--- src/rtl/hazard_ctrl_if.sv ---
// Pipeline <-> hazard controller bundle: hazard sources in, stall/flush/forward controls out.
interface hazard_ctrl_if #(
  parameter int NUM_RS = 2,
  parameter int PERF_W = 32
);
  logic [NUM_RS*5-1:0] if_id_rs;
  logic [NUM_RS*5-1:0] id_ex_rs;
  logic [4:0]          id_ex_rd;
  logic                id_ex_mem_read;
  logic                id_ex_reg_write;
  logic                id_ex_is_mdu;
  logic                ex_redirect;
  logic [4:0]          ex_mem_rd;
  logic                ex_mem_reg_write;
  logic [4:0]          mem_wb_rd;
  logic                mem_wb_reg_write;
  logic                dmem_req;
  logic                dmem_ready;

  logic [NUM_RS*2-1:0] forward;
  logic                pc_stall, if_id_stall, id_ex_stall, ex_mem_stall;
  logic                if_id_flush, id_ex_flush, ex_mem_flush;
  logic                mdu_issue, mdu_done;
  logic [4:0]          mdu_busy_rd;
  logic [PERF_W-1:0]   perf_stall_cyc, perf_flush_cnt, perf_mdu_wait;

  modport master (
    output if_id_rs, id_ex_rs, id_ex_rd, id_ex_mem_read, id_ex_reg_write, id_ex_is_mdu,
           ex_redirect, ex_mem_rd, ex_mem_reg_write, mem_wb_rd, mem_wb_reg_write,
           dmem_req, dmem_ready,
    input  forward, pc_stall, if_id_stall, id_ex_stall, ex_mem_stall,
           if_id_flush, id_ex_flush, ex_mem_flush, mdu_issue, mdu_done, mdu_busy_rd,
           perf_stall_cyc, perf_flush_cnt, perf_mdu_wait
  );

  modport slave (
    input  if_id_rs, id_ex_rs, id_ex_rd, id_ex_mem_read, id_ex_reg_write, id_ex_is_mdu,
           ex_redirect, ex_mem_rd, ex_mem_reg_write, mem_wb_rd, mem_wb_reg_write,
           dmem_req, dmem_ready,
    output forward, pc_stall, if_id_stall, id_ex_stall, ex_mem_stall,
           if_id_flush, id_ex_flush, ex_mem_flush, mdu_issue, mdu_done, mdu_busy_rd,
           perf_stall_cyc, perf_flush_cnt, perf_mdu_wait
  );
endinterface

--- src/rtl/hazard_ctrl_unit.sv ---
// Hazard/forwarding controller: per-operand forwarding, load-use, dmem wait, redirect, MDU scoreboard.
// Optional saturating perf counters enabled by defining HAZARD_PERF_EN.

// Per-operand compare slice: forwarding select plus load-use and MDU-dependency hits.
module hcu_fwd_lane (
  input  logic [4:0] id_rs,
  input  logic [4:0] ex_rs,
  input  logic [4:0] id_ex_rd,
  input  logic [4:0] ex_mem_rd,
  input  logic       ex_mem_reg_write,
  input  logic [4:0] mem_wb_rd,
  input  logic       mem_wb_reg_write,
  input  logic [4:0] busy_rd,
  output logic [1:0] fwd,
  output logic       lu_hit,
  output logic       mdu_hit
);
  always_comb begin
    fwd = 2'b00;
    if (ex_mem_reg_write && ex_mem_rd != 5'd0 && ex_mem_rd == ex_rs)
      fwd = 2'b10;
    else if (mem_wb_reg_write && mem_wb_rd != 5'd0 && mem_wb_rd == ex_rs)
      fwd = 2'b01;
    lu_hit  = (id_rs != 5'd0) && (id_rs == id_ex_rd);
    mdu_hit = (ex_rs != 5'd0) && (ex_rs == busy_rd);
  end
endmodule

module hazard_ctrl_unit #(
  parameter int NUM_RS  = 2,
  parameter int MDU_LAT = 4,
  parameter int PERF_W  = 32
) (
  input logic         clk,
  input logic         rst_n,
  hazard_ctrl_if.slave hz
);
  localparam int CW = $clog2(MDU_LAT);

  typedef enum logic {IDLE = 1'b0, BUSY = 1'b1} mdu_state_e;

  mdu_state_e state_q, state_d;
  logic [CW-1:0] cnt_q, cnt_d;
  logic [4:0]    busy_rd_q, busy_rd_d;

  logic [NUM_RS-1:0][1:0] fwd_w;
  logic [NUM_RS-1:0]      lu_hit, mdu_hit;

  for (genvar i = 0; i < NUM_RS; i++) begin : g_lane
    hcu_fwd_lane u_lane (
      .id_rs           (hz.if_id_rs[i*5 +: 5]),
      .ex_rs           (hz.id_ex_rs[i*5 +: 5]),
      .id_ex_rd        (hz.id_ex_rd),
      .ex_mem_rd       (hz.ex_mem_rd),
      .ex_mem_reg_write(hz.ex_mem_reg_write),
      .mem_wb_rd       (hz.mem_wb_rd),
      .mem_wb_reg_write(hz.mem_wb_reg_write),
      .busy_rd         (busy_rd_q),
      .fwd             (fwd_w[i]),
      .lu_hit          (lu_hit[i]),
      .mdu_hit         (mdu_hit[i])
    );
  end

  logic mem_wait, issue_w, done_w, mdu_hazard, load_use;
  logic row_redirect, row_mdu;
  logic pc_st, ifid_st, idex_st, exmem_st, ifid_fl, idex_fl, exmem_fl;

  always_comb begin
    mem_wait = hz.dmem_req & ~hz.dmem_ready;
    issue_w  = (state_q == IDLE) & hz.id_ex_is_mdu & ~mem_wait;
    done_w   = (state_q == BUSY) & (cnt_q == '0);

    mdu_hazard = (state_q == BUSY) &
                 ((|mdu_hit) |
                  (hz.id_ex_reg_write & (hz.id_ex_rd == busy_rd_q) & (busy_rd_q != 5'd0)) |
                  hz.id_ex_is_mdu);
    load_use   = hz.id_ex_mem_read & (hz.id_ex_rd != 5'd0) & (|lu_hit);

    pc_st = 1'b0; ifid_st = 1'b0; idex_st = 1'b0; exmem_st = 1'b0;
    ifid_fl = 1'b0; idex_fl = 1'b0; exmem_fl = 1'b0;
    row_redirect = 1'b0; row_mdu = 1'b0;
    // Only the highest-priority active row drives the controls; a redirect during a
    // memory wait is dropped because EX re-presents it once the freeze lifts.
    if (mem_wait) begin
      pc_st = 1'b1; ifid_st = 1'b1; idex_st = 1'b1; exmem_st = 1'b1;
    end else if (hz.ex_redirect) begin
      ifid_fl = 1'b1; idex_fl = 1'b1; row_redirect = 1'b1;
    end else if (mdu_hazard) begin
      pc_st = 1'b1; ifid_st = 1'b1; idex_st = 1'b1; exmem_fl = 1'b1; row_mdu = 1'b1;
    end else if (load_use) begin
      pc_st = 1'b1; ifid_st = 1'b1; idex_fl = 1'b1;
    end
  end

  always_comb begin
    state_d   = state_q;
    cnt_d     = cnt_q;
    busy_rd_d = busy_rd_q;
    case (state_q)
      IDLE: if (issue_w) begin
        state_d   = BUSY;
        cnt_d     = CW'(MDU_LAT - 1);
        busy_rd_d = hz.id_ex_rd;
      end
      BUSY: if (done_w) begin
        state_d   = IDLE;
        busy_rd_d = 5'd0;
      end else begin
        cnt_d = cnt_q - 1'b1;
      end
      default: state_d = IDLE;
    endcase
  end

  always_ff @(posedge clk or negedge rst_n) begin
    if (!rst_n) begin
      state_q   <= IDLE;
      cnt_q     <= '0;
      busy_rd_q <= 5'd0;
    end else begin
      state_q   <= state_d;
      cnt_q     <= cnt_d;
      busy_rd_q <= busy_rd_d;
    end
  end

`ifdef HAZARD_PERF_EN
  logic [PERF_W-1:0] stall_cyc_q, stall_cyc_d, flush_cnt_q, flush_cnt_d, mdu_wait_q, mdu_wait_d;

  always_comb begin
    stall_cyc_d = stall_cyc_q;
    flush_cnt_d = flush_cnt_q;
    mdu_wait_d  = mdu_wait_q;
    if (pc_st && !(&stall_cyc_q))        stall_cyc_d = stall_cyc_q + 1'b1;
    if (row_redirect && !(&flush_cnt_q)) flush_cnt_d = flush_cnt_q + 1'b1;
    if (row_mdu && !(&mdu_wait_q))       mdu_wait_d  = mdu_wait_q + 1'b1;
  end

  always_ff @(posedge clk or negedge rst_n) begin
    if (!rst_n) begin
      stall_cyc_q <= '0;
      flush_cnt_q <= '0;
      mdu_wait_q  <= '0;
    end else begin
      stall_cyc_q <= stall_cyc_d;
      flush_cnt_q <= flush_cnt_d;
      mdu_wait_q  <= mdu_wait_d;
    end
  end

  always_comb begin
    hz.perf_stall_cyc = stall_cyc_q;
    hz.perf_flush_cnt = flush_cnt_q;
    hz.perf_mdu_wait  = mdu_wait_q;
  end
`else
  always_comb begin
    hz.perf_stall_cyc = '0;
    hz.perf_flush_cnt = '0;
    hz.perf_mdu_wait  = '0;
  end
`endif

  // Combinational outputs are forced quiet while reset is held.
  always_comb begin
    hz.forward      = rst_n ? fwd_w : '0;
    hz.pc_stall     = rst_n & pc_st;
    hz.if_id_stall  = rst_n & ifid_st;
    hz.id_ex_stall  = rst_n & idex_st;
    hz.ex_mem_stall = rst_n & exmem_st;
    hz.if_id_flush  = rst_n & ifid_fl;
    hz.id_ex_flush  = rst_n & idex_fl;
    hz.ex_mem_flush = rst_n & exmem_fl;
    hz.mdu_issue    = rst_n & issue_w;
    hz.mdu_done     = rst_n & done_w;
    hz.mdu_busy_rd  = rst_n ? busy_rd_q : 5'd0;
  end
endmodule
--- src/flat_wrapper.sv ---
// flat-port wrapper written by rule: the top's interface ports become plain ports
module hazard_ctrl_unit_flat 
#(
  parameter int NUM_RS  = 2,
  parameter int MDU_LAT = 4,
  parameter int PERF_W  = 32
)
  (clk, rst_n, hz_if_id_rs, hz_id_ex_rs, hz_id_ex_rd, hz_id_ex_mem_read, hz_id_ex_reg_write, hz_id_ex_is_mdu, hz_ex_redirect, hz_ex_mem_rd, hz_ex_mem_reg_write, hz_mem_wb_rd, hz_mem_wb_reg_write, hz_dmem_req, hz_dmem_ready, hz_forward, hz_pc_stall, hz_if_id_stall, hz_id_ex_stall, hz_ex_mem_stall, hz_if_id_flush, hz_id_ex_flush, hz_ex_mem_flush, hz_mdu_issue, hz_mdu_done, hz_mdu_busy_rd, hz_perf_stall_cyc, hz_perf_flush_cnt, hz_perf_mdu_wait);
  hazard_ctrl_if #(.NUM_RS(NUM_RS), .PERF_W(PERF_W)) hz_i ();
  input logic clk;
  input logic rst_n;
  input wire logic [$bits(hz_i.if_id_rs)-1:0] hz_if_id_rs;
  input wire logic [$bits(hz_i.id_ex_rs)-1:0] hz_id_ex_rs;
  input wire logic [$bits(hz_i.id_ex_rd)-1:0] hz_id_ex_rd;
  input wire logic [$bits(hz_i.id_ex_mem_read)-1:0] hz_id_ex_mem_read;
  input wire logic [$bits(hz_i.id_ex_reg_write)-1:0] hz_id_ex_reg_write;
  input wire logic [$bits(hz_i.id_ex_is_mdu)-1:0] hz_id_ex_is_mdu;
  input wire logic [$bits(hz_i.ex_redirect)-1:0] hz_ex_redirect;
  input wire logic [$bits(hz_i.ex_mem_rd)-1:0] hz_ex_mem_rd;
  input wire logic [$bits(hz_i.ex_mem_reg_write)-1:0] hz_ex_mem_reg_write;
  input wire logic [$bits(hz_i.mem_wb_rd)-1:0] hz_mem_wb_rd;
  input wire logic [$bits(hz_i.mem_wb_reg_write)-1:0] hz_mem_wb_reg_write;
  input wire logic [$bits(hz_i.dmem_req)-1:0] hz_dmem_req;
  input wire logic [$bits(hz_i.dmem_ready)-1:0] hz_dmem_ready;
  output wire logic [$bits(hz_i.forward)-1:0] hz_forward;
  output wire logic [$bits(hz_i.pc_stall)-1:0] hz_pc_stall;
  output wire logic [$bits(hz_i.if_id_stall)-1:0] hz_if_id_stall;
  output wire logic [$bits(hz_i.id_ex_stall)-1:0] hz_id_ex_stall;
  output wire logic [$bits(hz_i.ex_mem_stall)-1:0] hz_ex_mem_stall;
  output wire logic [$bits(hz_i.if_id_flush)-1:0] hz_if_id_flush;
  output wire logic [$bits(hz_i.id_ex_flush)-1:0] hz_id_ex_flush;
  output wire logic [$bits(hz_i.ex_mem_flush)-1:0] hz_ex_mem_flush;
  output wire logic [$bits(hz_i.mdu_issue)-1:0] hz_mdu_issue;
  output wire logic [$bits(hz_i.mdu_done)-1:0] hz_mdu_done;
  output wire logic [$bits(hz_i.mdu_busy_rd)-1:0] hz_mdu_busy_rd;
  output wire logic [$bits(hz_i.perf_stall_cyc)-1:0] hz_perf_stall_cyc;
  output wire logic [$bits(hz_i.perf_flush_cnt)-1:0] hz_perf_flush_cnt;
  output wire logic [$bits(hz_i.perf_mdu_wait)-1:0] hz_perf_mdu_wait;
  assign hz_i.if_id_rs = hz_if_id_rs;
  assign hz_i.id_ex_rs = hz_id_ex_rs;
  assign hz_i.id_ex_rd = hz_id_ex_rd;
  assign hz_i.id_ex_mem_read = hz_id_ex_mem_read;
  assign hz_i.id_ex_reg_write = hz_id_ex_reg_write;
  assign hz_i.id_ex_is_mdu = hz_id_ex_is_mdu;
  assign hz_i.ex_redirect = hz_ex_redirect;
  assign hz_i.ex_mem_rd = hz_ex_mem_rd;
  assign hz_i.ex_mem_reg_write = hz_ex_mem_reg_write;
  assign hz_i.mem_wb_rd = hz_mem_wb_rd;
  assign hz_i.mem_wb_reg_write = hz_mem_wb_reg_write;
  assign hz_i.dmem_req = hz_dmem_req;
  assign hz_i.dmem_ready = hz_dmem_ready;
  assign hz_forward = hz_i.forward;
  assign hz_pc_stall = hz_i.pc_stall;
  assign hz_if_id_stall = hz_i.if_id_stall;
  assign hz_id_ex_stall = hz_i.id_ex_stall;
  assign hz_ex_mem_stall = hz_i.ex_mem_stall;
  assign hz_if_id_flush = hz_i.if_id_flush;
  assign hz_id_ex_flush = hz_i.id_ex_flush;
  assign hz_ex_mem_flush = hz_i.ex_mem_flush;
  assign hz_mdu_issue = hz_i.mdu_issue;
  assign hz_mdu_done = hz_i.mdu_done;
  assign hz_mdu_busy_rd = hz_i.mdu_busy_rd;
  assign hz_perf_stall_cyc = hz_i.perf_stall_cyc;
  assign hz_perf_flush_cnt = hz_i.perf_flush_cnt;
  assign hz_perf_mdu_wait = hz_i.perf_mdu_wait;
  hazard_ctrl_unit #(.NUM_RS(NUM_RS), .MDU_LAT(MDU_LAT), .PERF_W(PERF_W)) u_core (.clk(clk), .rst_n(rst_n), .hz(hz_i));
endmodule
--- config.mk ---
export PLATFORM = sky130hd
export DESIGN_NAME = hazard_ctrl_unit_flat
export DESIGN_NICKNAME = d
export VERILOG_FILES = /design/src/rtl/hazard_ctrl_if.sv /design/src/rtl/hazard_ctrl_unit.sv /design/src/flat_wrapper.sv
export SDC_FILE = /design/constraint.sdc
export NUM_CORES = 1
export LEC_CHECK = 0
export CAP_MARGIN = 20
export CORE_ASPECT_RATIO = 0.9
export CORE_MARGIN = 2
export CORE_UTILIZATION = 32
export CTS_BUF_LIST = sky130_fd_sc_hd__clkbuf_8
export CTS_CLUSTER_DIAMETER = 50
export DETAILED_ROUTE_END_ITERATION = 8
export PLACE_DENSITY = 0.79
export SYNTH_ARGS = -nofsm -noshare
export SYNTH_HDL_FRONTEND = slang
export SYNTH_HIERARCHICAL = 1
export SYNTH_SLANG_ARGS = --single-unit
--- constraint.sdc ---
create_clock -name clk -period 5.7 [get_ports clk]
set_clock_uncertainty 0.1 [all_clocks]
set_input_delay 1.14 -clock clk [delete_from_list [all_inputs] [get_ports clk]]
set_output_delay 1.14 -clock clk [all_outputs]
set_load 0.02 [all_outputs]
==> impl_metrics.ini <==
[worst_setup_path]
startpoint = hz_id_ex_rs[0]
worstSetupEndpointType = output pin
reg2reg_depth = 4
crit_path_end = hz_if_id_stall
cp_max_fo = 4
start_kind = input pin
crit_arrival_ns = 3.68
rrSetupSlack_ns = 4.05
required_ns = 4.46
reg2reg_from = u_core/state_q
reg2reg_to = u_core/cnt_q[0]
crit_type = input pin to output pin

[placed_design]
place.port_buffers = 62
preCtsSetupSlack_ns = 0.784
dp_hpwl_um = 3630
place.gp.congestion = 0.786

[global_route]
grt_max_degree = 19
grt_use_total_pct = 11.7
grt_pass1_vias = 1349
grt.overflow.total = 0
grt_antenna_before_repair = 0
grt_first_pass_wirelength_um = 6370

[sta]
final.setup.worst_slack_ns = 0.779
setup_tns_ns = 0
worst_pin_slew_ns = 0.552
hold_viol = 0
fin_crit_ns = 4.92
max_slew_margin_pct = 63.1
rsz0062_at_grt = false
slew_violations = 0
max_freq_ghz = 0.203
setup_viol_count_final = 0
period_share_pct = 86.3
whs_ns = 0.381

[pwr]
power_density_nw_per_um2 = 221
pwr-share-seq_pct = 24.6
p_clk_share_pct = 13.7
ir_drop_uv = 154
p_comb_share_pct = 61.7
switchingPower_mw = 0.238
intPower_mw = 0.263
p_leak_nw = 0.985
swShare_pct = 47.5

[detailed_routing]
dr.pass1.iters = 4
first_iter_violations = 66
avgRoutedWirePerCell_um = 11.0
vias = 1540
viasPerCell = 4.03
ant_nets = 0
route.detailed.drc = 0
wl_um = 4210

[clock_network]
cts_tree = yes
cts_resized = 0
cts_made_buffers = 3
ctsHoldBuffers = 0
h-tree-depth = 1
clockRootBuffer = clkbuf_8
clock_latency_ns = 0.23
cts_sinks = 8
cts_max_path_buffers = 2
cts.clk_slew.worst_paths_ns = 0.04
postCtsSetupBuffers = 0

[cells_and_area]
nFillCells = 580
syn_to_final_growth_pct = 20.4
layout.nets = 360
diodes = 0
drive_above_1_share_pct = 4.17

[die]
die_h_um = 76.7
die-area_sq_um = 6500
std_cell_rows = 26
die_w_um = 84.8
io_pins = 159
core_sq_um = 5660
start_util_pct = 33.2

[min_path]
hold_class = flip-flop to flip-flop

[synthesis]
synth_area_sq_um = 1880
yosysTopAreaCell = buf_4
synthCells = 249
yosys.cell_types.count = 33
avgSynthCellArea_sq_um = 7.54
ys_seq_elements = 8
ys_top_cells_by_area = buf_4 39%, xnor2_1 14%, dfrtp_1 11%
ys_seq_area_share_pct = 10.7
netlist.area_leader.share_pct = 38.8
ys_warn_count = 6

[flow_run]
maxCapViolCount = 0

[outcome]
status = finished, final reports clean
-- final cells by class --
| type | instances | area, sq um | area share (%) |
|---|---|---|---|
| clock buffer | 3 | 41.3 | 1.83 |
| sequential | 8 | 200 | 8.85 |
| inverter | 3 | 11.3 | 0.498 |
| multi-input combinational | 234 | 1290 | 56.9 |
| tap | 70 | 87.6 | 3.87 |
| timing repair buffer | 64 | 633 | 28.0 |
-- cell families after synthesis --
logic type / count (synthesis) / synth area share (%)
fa+ha+maj: 1 / 0.666
other cells: 1 / 0.200
xor+xnor: 37 / 17.3
simple gates: 75 / 21.1
flops: 8 / 10.7
compound gates: 25 / 10.4
buf+inv: 102 / 39.8
-- per-stage QoR --
step	utilization (%)	power [mW]	cells	area [sq um]
2_1_floorplan	-	0.375	344	2230
3_3_place_gp	39.1	0.423	378	2210
3_5_place_dp	39.2	0.433	379	2220
4_1_cts	39.9	0.506	382	2260
5_1_grt	39.9	0.543	382	2260
6_report	39.9	0.501	382	2260
-- worst min-delay path by stage --
stage,endpoint,start,cells past startpoint
final,u_core/cnt_q[0],u_core/cnt_q[0],1
after global routing,u_core/cnt_q[0],u_core/cnt_q[0],1
after CTS,u_core/cnt_q[0],u_core/cnt_q[0],1
after detailed placement,u_core/cnt_q[0],u_core/cnt_q[0],1
after global placement,u_core/cnt_q[0],u_core/cnt_q[0],1
after floorplan,u_core/cnt_q[0],u_core/cnt_q[0],1
-- synthesized netlist by cell type --
cell type and number:
and4b_1 1, o31a_1 2, nor3b_1 1, ha_1 1, and2_1 9, o211ai_1 1
o41ai_2 2, xor2_1 6, or2_1 1, nand2_1 20, o31ai_1 1, nand3_1 5
clkbuf_1 2, nor2_1 8, a211oi_2 2, a21oi_1 9, o21ai_0 1, o221a_4 1
nor3_1 12, dfrtp_1 8, nand2b_1 1, or4_4 1, nor3_2 2, and3_1 2
conb_1 1, inv_1 3, o311a_1 1, nor4_1 4, xnor2_1 31, nor2b_1 3
buf_4 97, nand4_1 5, o21ai_1 5
-- critical path, cell delays in order --
cell and delay, ns:
clkdlybuf4s50_1 0.52, nor4_1 0.48, nor3_1 0.08, a21oi_1 0.13, nor2_1 0.06, nor3_1 0.30, nand2_1 0.09, o311a_1 0.32
clkdlybuf4s50_1 0.55
-- routing by layer --
metal  vias up  GRT usage [%]  share of wire (%)
met5         -              0                  0
met4         0           2.06               0.64
met3         2           3.77                8.1
met2        75           19.7                 50
met1       701           14.9                 41
li1        762              -                  -
-- registers in the layout, indices dropped and copies added (netlist names) --
name,count
u_core/busy_rd_q,5
u_core/cnt_q,2
u_core/state_q,1
-- power by group through the flow --
stage | Sequential [mW] | Combinational, mW | Clock, mW
after CTS | 0.125 | 0.309 | 0.0722
after floorplan | 0.112 | 0.262 | 0
final | 0.123 | 0.309 | 0.0686
after global routing | 0.129 | 0.339 | 0.0754
after global placement | 0.125 | 0.298 | 0
after detailed placement | 0.126 | 0.307 | 0
-- cells in the final DEF (no fill, tap or decap), drive strengths merged, types with 3 or more instances in the layout --
cell | Yosys | final
a21oi | 9 | 9
and2 | 9 | 9
clkbuf | 2 | 3
clkdlybuf4s50 | 0 | 62
conb | 1 | 96
dfrtp | 8 | 8
inv | 3 | 3
nand2 | 20 | 20
nand3 | 5 | 5
nand4 | 5 | 5
nor2 | 8 | 8
nor2b | 3 | 3
nor3 | 14 | 14
nor4 | 4 | 4
o21ai | 6 | 6
xnor2 | 31 | 31
xor2 | 6 | 6
Power figures use the tool's default switching activity.
